--- src/rtl/hysteresis_comparator.sv ---
// Multi-channel streaming threshold comparator with hysteresis and
// a persistence counter; registered state plus rise/fall pulses.
module hysteresis_comparator #(
    parameter int DATA_WIDTH  = 16,
    parameter int N_CHANNELS  = 2,
    parameter int SIGNED      = 0,
    parameter int COUNT_WIDTH = 8
) (
    input  logic                             aclk,
    input  logic                             aresetn,
    input  logic [N_CHANNELS*DATA_WIDTH-1:0] s_axis_tdata,
    input  logic                             s_axis_tvalid,
    input  logic [2:0]                       op,
    input  logic [DATA_WIDTH-1:0]            threshold,
    input  logic [DATA_WIDTH-1:0]            hysteresis,
    input  logic [COUNT_WIDTH-1:0]           hold_count,
    input  logic                             clear,
    output logic [N_CHANNELS-1:0]            m_axis_tdata,
    output logic                             m_axis_tvalid,
    output logic [N_CHANNELS-1:0]            rise,
    output logic [N_CHANNELS-1:0]            fall
);

    // Two guard bits keep threshold +/- hysteresis exact for either signedness.
    localparam int EW = DATA_WIDTH + 2;

    localparam logic [2:0] OP_GE = 3'd0;
    localparam logic [2:0] OP_GT = 3'd1;
    localparam logic [2:0] OP_LE = 3'd2;
    localparam logic [2:0] OP_LT = 3'd3;
    localparam logic [2:0] OP_EQ = 3'd4;
    localparam logic [2:0] OP_NE = 3'd5;

    function automatic logic signed [EW-1:0] ext(
        input logic [DATA_WIDTH-1:0] v
    );
        if (SIGNED != 0) begin
            ext = {{2{v[DATA_WIDTH-1]}}, v};
        end else begin
            ext = {2'b00, v};
        end
    endfunction

    logic signed [EW-1:0]   w_thr;
    logic signed [EW-1:0]   w_hys;
    logic signed [EW-1:0]   w_smp [N_CHANNELS];
    logic signed [EW-1:0]   w_eff [N_CHANNELS];
    logic [N_CHANNELS-1:0]  w_cand;

    logic [N_CHANNELS-1:0]  r_state;
    logic [COUNT_WIDTH-1:0] r_cnt [N_CHANNELS];
    logic [N_CHANNELS-1:0]  r_rise;
    logic [N_CHANNELS-1:0]  r_fall;
    logic                   r_valid;

    assign w_thr = ext(threshold);
    assign w_hys = {2'b00, hysteresis};

    always_comb begin
        for (int k = 0; k < N_CHANNELS; k++) begin
            w_smp[k] = ext(s_axis_tdata[k*DATA_WIDTH +: DATA_WIDTH]);
            w_eff[k] = w_thr;
            if (r_state[k]) begin
                if (op == OP_GE || op == OP_GT) begin
                    w_eff[k] = w_thr - w_hys;
                end else if (op == OP_LE || op == OP_LT) begin
                    w_eff[k] = w_thr + w_hys;
                end
            end
            case (op)
                OP_GE:   w_cand[k] = (w_smp[k] >= w_eff[k]);
                OP_GT:   w_cand[k] = (w_smp[k] >  w_eff[k]);
                OP_LE:   w_cand[k] = (w_smp[k] <= w_eff[k]);
                OP_LT:   w_cand[k] = (w_smp[k] <  w_eff[k]);
                OP_EQ:   w_cand[k] = (w_smp[k] == w_eff[k]);
                OP_NE:   w_cand[k] = (w_smp[k] != w_eff[k]);
                default: w_cand[k] = 1'b0;
            endcase
        end
    end

    always_ff @(posedge aclk or negedge aresetn) begin
        if (!aresetn) begin
            r_state <= '0;
            r_rise  <= '0;
            r_fall  <= '0;
            r_valid <= 1'b0;
            for (int k = 0; k < N_CHANNELS; k++) begin
                r_cnt[k] <= '0;
            end
        end else begin
            r_valid <= s_axis_tvalid & ~clear;
            r_rise  <= '0;
            r_fall  <= '0;
            if (clear) begin
                r_state <= '0;
                for (int k = 0; k < N_CHANNELS; k++) begin
                    r_cnt[k] <= '0;
                end
            end else if (s_axis_tvalid) begin
                for (int k = 0; k < N_CHANNELS; k++) begin
                    if (w_cand[k] == r_state[k]) begin
                        r_cnt[k] <= '0;
                    end else if (r_cnt[k] >= hold_count) begin
                        // >= so a lowered hold_count takes effect at once
                        r_state[k] <= w_cand[k];
                        r_cnt[k]   <= '0;
                        r_rise[k]  <= w_cand[k];
                        r_fall[k]  <= ~w_cand[k];
                    end else begin
                        r_cnt[k] <= r_cnt[k] + COUNT_WIDTH'(1);
                    end
                end
            end
        end
    end

    assign m_axis_tdata  = r_state;
    assign m_axis_tvalid = r_valid;
    assign rise          = r_rise;
    assign fall          = r_fall;

endmodule

--- config.mk ---
export PLATFORM = sky130hd
export DESIGN_NAME = hysteresis_comparator
export DESIGN_NICKNAME = d
export VERILOG_FILES = /design/src/rtl/hysteresis_comparator.sv
export SDC_FILE = /design/constraint.sdc
export NUM_CORES = 1
export LEC_CHECK = 0
export ABC_AREA = 1
export BUFFER_PORTS_ARGS = -buffer_cell sky130_fd_sc_hd__buf_2
export CAP_MARGIN = 25
export CORE_MARGIN = 2
export CORE_UTILIZATION = 25
export CTS_CLUSTER_DIAMETER = 60
export CTS_CLUSTER_SIZE = 28
export DETAILED_ROUTE_END_ITERATION = 10
export GPL_TIMING_DRIVEN = 0
export PLACE_DENSITY = 0.39
export SYNTH_ARGS = -nofsm -noshare
export SYNTH_HDL_FRONTEND = slang
export SYNTH_SLANG_ARGS = --single-unit
--- constraint.sdc ---
create_clock -name aclk -period 5.7 [get_ports aclk]
set_clock_uncertainty 0.15 [all_clocks]
set_input_delay 1.14 -clock aclk [delete_from_list [all_inputs] [get_ports aclk]]
set_output_delay 1.14 -clock aclk [all_outputs]
set_load 0.01 [all_outputs]
-- Word-level counts from Yosys, hierarchy flattened
Cells that the tools add are included.
- register bits after elaboration: 23
- input bits: 79
- output and inout port bits: 7
- add/subtract/negate cells: 4
- $lt $le $gt $ge: 10
- mux-type cells: 30
- reductions and logical operators: 8
- bitwise logic cells: 4
- eq/ne operators: 13
- operators with widths (cell ; count):
    $mux 18 ; 3
    $eq 17x18->1 ; 2
    $ge 17x18->1 ; 2
    $gt 17x18->1 ; 2
    $le 17x18->1 ; 2
    $lt 17x18->1 ; 2
    $ne 17x18->1 ; 2
    $mux 16 ; 2
    $mux 8 ; 4
    $add 16x16->17 ; 1
    $mux 17 ; 1
    $sub 16x16->17 ; 1
    $add 8x1->8 const B ; 2
    $ge 8x8->1 ; 2
    $mux 1 ; 12
    $mux 2 ; 6
    $pmux 1 s6 ; 2
    $eq 3x2->1 const B ; 2
    $eq 3x3->1 const B ; 2
    $reduce_and 3->1 ; 2
    $reduce_bool 2->1 ; 3
    $ne 2x2->1 const B ; 2
    $eq 3x1->1 const B ; 1
    $logic_not 3->1 ; 1
    4 further kinds ; 8

-- Logic depth before layout (Yosys ltp)
Gate-level depths: netlist (run 1).
- depth after elaboration: 12
- gate-level depth with buffers: 33
- mapped depth without buffers: 32

-- Least setup slack after synthesis (run 1)
No wires, ideal clock.
- path type: input port to flip-flop
- start: input port threshold[0]
- end: register r_cnt[10] (netlist bit)
- slack: 0.993 ns
- stages: 27
- path buffers: 0
- required time: 5.432 ns
- arrival time: 4.439 ns
- cell sequence: ha_1 -> inv_1 -> fa_1 -> nand3b_1 -> nand2_2 -> nand2_2 -> nand2_2 -> nand2_1 -> o21bai_1 -> a21boi_0 -> xor2_1 -> o21ai_0 -> nand2_1 -> nand2_1 -> o21ai_0 -> ha_1 -> nand2_1 -> nor2_1 -> nand2_1 -> nor4_1 -> nand3_2 -> nand2_1 -> nand2_2 -> nor2_4 -> nand3_2 -> nand3_1 -> nand2_1
- cells in the longest elaborated chain, start to end: 10
- elaborated cells on any way between the ends: 16
- RTL lines (element ; line ; text):
    from (decl) ; 14 ; input logic [DATA_WIDTH-1:0] threshold,
    $add 16x16->17 ; 67 ; w_eff[k] = w_thr + w_hys;
    $mux 17 ; 66 ; end else if (op == OP_LE || op == OP_LT) begin
    $mux 18 ; 64 ; if (op == OP_GE || op == OP_GT) begin
    $mux 18 * ; 63 ; if (r_state[k]) begin
    $lt 17x18->1, or another cell as far along ; 74 ; OP_LT: w_cand[k] = (w_smp[k] < w_eff[k]);
    $pmux 1 s6 * ; 70 ; case (op)
    $eq 1x1->1 * ; 102 ; if (w_cand[k] == r_state[k]) begin
    $mux 8 * ; 102 ;
    $mux 16 * ; 100 ; end else if (s_axis_tvalid) begin
    $mux 16 * ; 95 ; if (clear) begin
    to (signal, indexed assignment) ; 111 ; r_cnt[k] <= r_cnt[k] + COUNT_WIDTH'(1);
    to (decl) ; 51 ; logic [COUNT_WIDTH-1:0] r_cnt [N_CHANNELS];
Every way passes the cells marked *; elsewhere a longest branch is shown, timed or not. The select of a mux whose other input is x is not followed.
A chain may end at the register's enable or synchronous reset.

-- Final worst setup path (run 1)
- start: input port threshold[0]
- end: register r_cnt[5] (netlist bit)
The elaborated chain is that of the path after synthesis.

==> results of run 1 <==
layout by cell type, fill, tap and decap left out, types with 3 or more instances in the layout:
cell type  instances
o21bai_1           7
o211ai_1           9
nor2_1            55
nand2_1          211
inv_1             95
o21ai_0           53
nor3_1             9
or2_2              4
nand3b_1           5
nand2_4            4
buf_2             89
clkbuf_1           3
nand4_1           11
xor2_1            20
nand2_2           16
o21a_1             4
dfrtp_1           23
a21boi_0           3
a21o_1             3
nor3b_1            3
inv_2              4
buf_6              4
buf_4              3
a21oi_1           47
clkbuf_16          3
nand3_1           57
ha_1              82
worst paths after layout:
path | to | slack [ps] | depth (start not counted)
setup / recovery | r_cnt[5] | 430 | 29
hold / removal | r_cnt[15] | 390 | 2
setup reg to reg | r_cnt[8] | 2140 | 21
hold reg to reg | r_cnt[15] | 390 | 2
max in group asynchronous | r_cnt[10] | 4320 | 1
min in group asynchronous | r_cnt[14] | 710 | 1
per-layer routing:
| layer | wire [µm] | vias up | track usage |
|---|---|---|---|
| li1 | - | 2715 | - |
| met1 | 8908 | 2264 | 0.2536 |
| met2 | 6961 | 95 | 0.2564 |
| met3 | 579 | 6 | 0.01408 |
| met4 | 73 | 0 | 0.01135 |
| met5 | 0 | - | 0 |
power by group:
group	switching (mW)	leakage [nW]	internal, mW
Clock	0.0670	0.0409	0.0948
Sequential	0.00264	0.319	0.165
Combinational	0.239	2.71	0.136
stage by stage:
stage	cell area, µm²	worst slack, ps	hold slack, ps	setup TNS (ps)	util
after floorplan	4846	993.2	343.8	0	-
after global placement	5592	-131.5	378.3	-1310	0.2960
after detailed placement	5592	-130.7	372.4	-947.7	0.2960
after CTS	5672	129.8	388.8	0	0.3002
after global routing	5707	21.21	427.2	0	0.3021
final	5707	434.8	385.9	0	0.3021
worst max-delay path: cells and delay by family:
kind            cells  cell delay [ps]
compound gates      4              770
fa+ha+maj           3              910
buf+inv             3              300
simple gates       19             2130
cell families (layout without fill, tap and decap cells):
| logic type | after synthesis | after routing | synth area share |
|---|---|---|---|
| simple gates | 384 | 384 | 0.3555 |
| fa+ha+maj | 84 | 84 | 0.2200 |
| flops | 23 | 23 | 0.1188 |
| buf+inv | 119 | 207 | 0.1022 |
| compound gates | 139 | 139 | 0.1655 |
| xor+xnor | 21 | 21 | 0.03796 |
registers in the layout, summed over array words and instances (netlist names):
name	cells
rise	2
fall	2
m_axis_tdata	2
r_cnt	16
m_axis_tvalid	1
final cells by class:
type                       instances  area (µm²)  area share
clock inverter                     1       5.005   0.0008770
timing repair buffer              84       420.4     0.07367
clock buffer                       3       75.07     0.01316
inverter                         102       384.1     0.06731
sequential                        23       575.6      0.1009
buffer                            17       111.4     0.01951
tap                              260       325.3     0.05701
multi-input combinational        628        3810      0.6676
what timing repair did:
action	4_1_cts	5_1_grt
resized for setup	0	8
setup endpoints to repair	0	22
setup buffers	0	0
==> flow_summary.yaml, run 1 <==
layout:
  layout.nets: 1022
  drive_gt1_frac: 0.1643
  nFillCells: 2200
  diodes: 0
  area_growth_pct: 17.76
  fin_cells: 1118
floorplanning:
  dieHeight_um: 143.2
  start_util: 0.2565
  dieArea_um2: 20510
  core_area_um2: 18890
  num_rows: 50
  ios: 86
  die_x_um: 143.2
logic_synthesis:
  synthTopCellsByCount: "211 x nand2_1, 95 x inv_1, 82 x ha_1"
  synth_edf_count: 0
  synth_most_common_cell: "nand2_1"
  synthTopCellsByArea: "ha_1 21%, nand2_1 16%, dfrtp_1 12%, inv_1 7.4%, nand3_1 5.9%"
  synth_seq_area_share: 0.1188
  synth_top_area_frac: 0.2117
  synthArstFlopShare: 1.000
  ys_seq_elements: 23
  synth_area_per_cell_um2: 6.293
  ys_types: 45
  syn_nets: 933
  synth_ff_type: "dfrtp_1"
  syn_inst: 770
  ys_warn_count: 0
  synth.largest_area_cell: "ha_1"
  synthesis.area_um2: 4846
pwr:
  power_density_nw_per_um2: 123.4
  p_total_uw: 703.9
  peakVddDrop_v: 0.00009919
  leakagePower_nw: 3.068
global_route:
  overflow: 0
  antenna_found_initial: 0
  grt_pass1_vias: 4958
  grt_max_degree: 24
  grt_first_pass_wirelength_um: 26630
  grtUsageTotal: 0.1641
sta:
  worst_slew_pin_slew_ps: 626.2
  report.final.slew_viol_count: 0
  rsz0062_at_grt: "false"
  finalSetupViolCount: 0
  hold_viol: 0
  slew_headroom: 0.5826
  fin_crit_sh: 0.9237
  final.min_clock_period_ps: 5265
  max_freq_ghz: 0.1899
placed_design:
  place_hpwl_um: 13900
  dp_cells: 1114
  port_buffers: 84
  place.gp.congestion: 0.8208
clocking:
  cts_hold_buf: 0
  cts_max_path_buffers: 2
  numCtsBuffers: 3
  cts_tree: "done"
  clk_pin_slew_ps: 70
  htree_num_levels: 1
  clock_latency_ps: 260
  clock_sinks: 23
  root_buffer: "clkbuf_16"
routing:
  wl_per_cell_um: 14.78
  via_per_inst: 4.544
  ant_nets: 0
  vias: 5080
  drc: 0
  wirelength_um: 16520
  firstDrtPassIters: 5
  drtIter0Drc: 253
worst_setup_path:
  worstPathRequired_ps: 5710
  path_max_fanout: 8
  cp.arrival_ps: 5270
  crit_path_start_kind: "input port"
  critPathMaxStageDelay_ps: 400
  startpoint: "threshold[0]"
  path_common_cell: "nand2_2"
  cp_slowest_cell: "fa_1"
  reg2reg_from: "m_axis_tdata[0]"
  setup.worst_path.class: "input port to register"
  timing.critical_path.to_type: "register"
run_status:
  status: "completed"
worst_hold_path:
  hold_start: "r_cnt[15]"
  min_path_type: "register to register"
flow_run:
  maxCapViolCount: 0
Note: power is estimated with default switching activity, not from simulation.
==> run 2: changes to the inputs <==
CTS_BUF_LIST = sky130_fd_sc_hd__clkbuf_8   (was default)
CTS_CLUSTER_SIZE = 12   (was 28)
MAX_ROUTING_LAYER = met4   (was default)
==> flow_summary.yaml, run 2 (synthesized netlist as in run 1, its figures left out) <==
run_status:
  status: "completed"
routing:
  vias: 5095
  wirelength_um: 16540
  drc: 0
  wl_per_cell_um: 14.79
  firstDrtPassIters: 5
  ant_nets: 0
  via_per_inst: 4.557
  drtIter0Drc: 250
flow_run:
  maxCapViolCount: 0
clocking:
  cts_max_path_buffers: 2
  clock_sinks: 23
  cts_tree: "done"
  root_buffer: "clkbuf_8"
  clk_pin_slew_ps: 100
  numCtsBuffers: 3
  clock_latency_ps: 280
  htree_num_levels: 1
layout:
  largest_register_ffs: 16
  final_common_cell: "nand2_1"
  layout.nets: 1022
  largest-register: "r_cnt"
  design_area_um2: 5665
  multiInputGateArea_um2: 3802
  regArea_um2: 575.6
  drive_gt1_frac: 0.1620
  utilization: 0.2999
  diodes: 0
  final_cell_mix: "211 x nand2_1, 95 x inv_1, 89 x buf_2"
  nFillCells: 2205
  area_growth_pct: 16.91
floorplanning:
  dieArea_um2: 20510
  num_rows: 50
  dieHeight_um: 143.2
  die_x_um: 143.2
  ios: 86
  start_util: 0.2565
  core_area_um2: 18890
pwr:
  power_density_nw_per_um2: 115.4
  p_total_uw: 653.6
  peakVddDrop_v: 0.00006118
  leakagePower_nw: 3.052
worst_setup_path:
  critPathMaxStageDelay_ps: 400
  critPathBufInv: 2
  cp_slowest_cell: "fa_1"
  crit_path_start_kind: "input port"
  crit_family: "simple AND/OR/NAND/NOR gates"
  worstPathRequired_ps: 5770
  setup.worst_path.class: "input port to register"
  cp.arrival_ps: 5350
  path_common_cell: "nand2_1"
  timing.critical_path.to_type: "register"
  path_max_fanout: 8
global_route:
  antenna_found_initial: 0
  overflow: 0
  grt_first_pass_wirelength_um: 26610
  grtUsageTotal: 0.1686
  grt_pass1_vias: 4972
  grt_max_degree: 24
sta:
  finalSetupViolCount: 0
  fin_hold_ws_ps: 392.6
  slew_headroom: 0.5714
  rsz0062_at_grt: "false"
  hold_viol: 0
  max_freq_ghz: 0.1893
  report.final.slew_viol_count: 0
  final.min_clock_period_ps: 5283
  fin_setup_tns_ps: 0
  worst_slew_pin_slew_ps: 640.6
  fin_crit_sh: 0.9269
placed_design:
  placed_area_um2: 5592
  place_hpwl_um: 13900
  port_buffers: 84
  place.gp.congestion: 0.8332
worst_hold_path:
  min_path_type: "register to register"
run 2: cell counts in the layout (fill, tap and decap cells not counted):
No cell type changed its count.
run 2: report_power, final:
group | switching, mW | total (mW) | internal, mW
clock | 0.0627 | 0.112 | 0.0491
sequential | 0.00265 | 0.168 | 0.165
combinational | 0.239 | 0.374 | 0.135
total | 0.304 | 0.654 | 0.349
run 2: metal layers:
metal / vias to the layer above / global-route usage / part of all wire
li1: 2716 / - / -
met1: 2279 / 0.2532 / 0.54
met2: 96 / 0.2584 / 0.42
met3: 4 / 0.01241 / 0.034
met4: 0 / 0.009804 / 0.0037
met5: - / - / 0
run 2: tightest hold or removal path, cell delays in order, from the launching register on:
cell     delay, ps
dfrtp_1        400
nand2_1         70
nand2_1         50
run 2: final cells by class:
| class | instances | share of cell area |
|---|---|---|
| plain buffers | 17 | 0.01966 |
| clock buffers | 3 | 0.007288 |
| repair buffers | 84 | 0.07420 |
| well taps | 260 | 0.05742 |
| multi-input cells | 628 | 0.6712 |
| flip-flops and latches | 23 | 0.1016 |
| clock inverters | 1 | 0.0008834 |
| inverters | 102 | 0.06780 |
run 2: final timing paths:
path	startpoint	end	slack [ps]	cells after the start
setup / recovery	threshold[0]	r_cnt[8]	420	29
hold / removal	r_cnt[7]	r_cnt[7]	390	2
setup reg to reg	m_axis_tdata[0]	r_cnt[8]	2140	21
hold reg to reg	r_cnt[7]	r_cnt[7]	390	2
max in group asynchronous	aresetn	r_cnt[9]	4330	1
min in group asynchronous	aresetn	r_cnt[13]	690	1
run 2: timing repair:
| action | in CTS | in global routing |
|---|---|---|
| hold buffers | 0 | 0 |
| endpoints found under the setup margin | 0 | 22 |
| buffers inserted | 0 | 0 |
| resized for setup | 0 | 6 |
run 2: metrics by stage:
step / setup slack [ps] / std cells
2_1_floorplan: 993.2 / 770
3_3_place_gp: -131.5 / 1114
3_5_place_dp: -130.7 / 1114
4_1_cts: 147.2 / 1118
5_1_grt: 5.571 / 1118
6_report: 416.7 / 1118
==> run 3: changes to the inputs <==
CTS_BUF_LIST = default   (was sky130_fd_sc_hd__clkbuf_8)
GPL_TIMING_DRIVEN = default   (was 0)
==> flow_summary.yaml, run 3 (synthesized netlist as in run 1, its figures left out) <==
worst_setup_path:
  reg2reg_from: "m_axis_tdata[0]"
  path_max_fanout: 8
  startpoint: "threshold[0]"
  r2r_end: "r_cnt[15]"
  crit_path_start_kind: "input port"
  setup.worst_path.class: "input port to register"
  worstPathRequired_ps: 5700
  cp_slowest_cell: "fa_1"
  cp.arrival_ps: 5250
  rr_worst_depth: 19
  path_common_cell: "nand2_2"
  setup.worst_path.end: "r_cnt[3]"
  timing.critical_path.to_type: "register"
  regToRegSetupSlack_ps: 2280
  critPathMaxStageDelay_ps: 410
clocking:
  cts_max_path_buffers: 2
  clk_pin_slew_ps: 70
  numCtsBuffers: 3
  clock_sinks: 23
  clock_latency_ps: 260
  htree_num_levels: 1
  cts_tree: "done"
  root_buffer: "clkbuf_16"
sta:
  slew_headroom: 0.4893
  fin_setup_tns_ps: 0
  fin_ws_ps: 451.0
  worst_slew_pin_slew_ps: 766.0
  finalSetupViolCount: 0
  max_freq_ghz: 0.1905
  report.final.slew_viol_count: 0
  fin_crit_sh: 0.9209
  final.min_clock_period_ps: 5249
  rsz0062_at_grt: "false"
  hold_viol: 0
routing:
  vias: 5054
  firstDrtPassIters: 6
  wirelength_um: 16210
  wl_per_cell_um: 14.56
  drtIter0Drc: 253
  wl_met3_um: 548
  met2_length_um: 6918
  drt-met1-wl_um: 8677
  via_per_inst: 4.541
  top_layer: "met4"
  drc: 0
  ant_nets: 0
floorplanning:
  start_util: 0.2565
  core_area_um2: 18890
  dieArea_um2: 20510
  die_x_um: 143.2
  dieHeight_um: 143.2
  num_rows: 50
  ios: 86
global_route:
  grtUsageTotal: 0.1637
  overflow: 0
  grt_pass1_vias: 4860
  grt_max_degree: 32
  grt_first_pass_wirelength_um: 25960
  antenna_found_initial: 0
pwr:
  peakVddDrop_v: 0.0001275
  leakagePower_nw: 3.044
  power_density_nw_per_um2: 123.8
  p_total_uw: 700.4
layout:
  multiInputGateArea_um2: 3781
  final_common_cell: "nand2_1"
  largest-register: "r_cnt"
  area_growth_pct: 16.73
  drive_gt1_frac: 0.1618
  nFillCells: 2180
  largest_register_ffs: 16
  diodes: 0
  regArea_um2: 575.6
  layout.nets: 1017
  final_cell_mix: "211 x nand2_1, 95 x inv_1, 85 x buf_2"
placed_design:
  place_ws_ps: 86.58
  port_buffers: 85
  place_hpwl_um: 13530
  place.gp.congestion: 0.8786
worst_hold_path:
  hold_start: "r_cnt[7]"
  min_path_type: "register to register"
flow_run:
  maxCapViolCount: 0
run_status:
  status: "completed"
[run 3: cell count changes in the layout (fill, tap and decap cells not counted), moves of 2 or more]
cell,previous run,this run
clkbuf_8,3,0
clkbuf_1,3,0
buf_6,4,0
buf_2,89,85
buf_1,2,0
buf_4,3,11
clkbuf_16,0,3
[run 3: through the flow]
step | utilization | hold slack [ps] | instance area (µm²) | instances
floorplan | - | 343.8 | 4846 | 770
detailed placement | 0.2947 | 369.9 | 5568 | 1109
CTS | 0.2991 | 387.1 | 5650 | 1113
global placement | 0.2947 | 383.2 | 5568 | 1109
finish | 0.2994 | 383.8 | 5657 | 1113
global route | 0.2994 | 396.3 | 5657 | 1113
[run 3: what timing repair did]
action / 4_1_cts / 5_1_grt
gates resized for setup: 0 / 1
hold endpoints to repair: 0 / 0
hold buffers: 0 / 0
buffers inserted: 0 / 0
endpoints found under the setup margin: 0 / 2
[run 3: worst min-delay path by stage]
stage	endpoint	cells past startpoint
after floorplan	r_cnt[15]	2
after global placement	r_cnt[7]	2
after detailed placement	r_cnt[7]	2
after CTS	r_cnt[7]	2
after global routing	r_cnt[7]	2
final	r_cnt[7]	2
[run 3: cell type report]
class	count	share of cell area
Clock inverter	1	0.001327
Sequential cell	23	0.1017
Inverter	102	0.06791
Multi-Input combinational cell	628	0.6684
Clock buffer	3	0.01327
Timing Repair Buffer	96	0.08980
Tap cell	260	0.05751
[run 3: critical path: cells and delay by family]
kind,cells,cell delay [ps]
simple gates,19,2000
fa+ha+maj,3,890
compound gates,4,680
buf+inv,4,510
[run 3: routing by layer]
metal / up-vias / track usage
li1: 2716 / -
met1: 2218 / 0.2437
met2: 116 / 0.2554
met3: 4 / 0.01107
met4: 0 / 0.007224
met5: - / -
[run 3: where the power goes]
group / switching [mW] / internal, mW
combinational: 0.236 / 0.135
sequential: 0.00253 / 0.165
clock: 0.0670 / 0.0954
total: 0.305 / 0.395
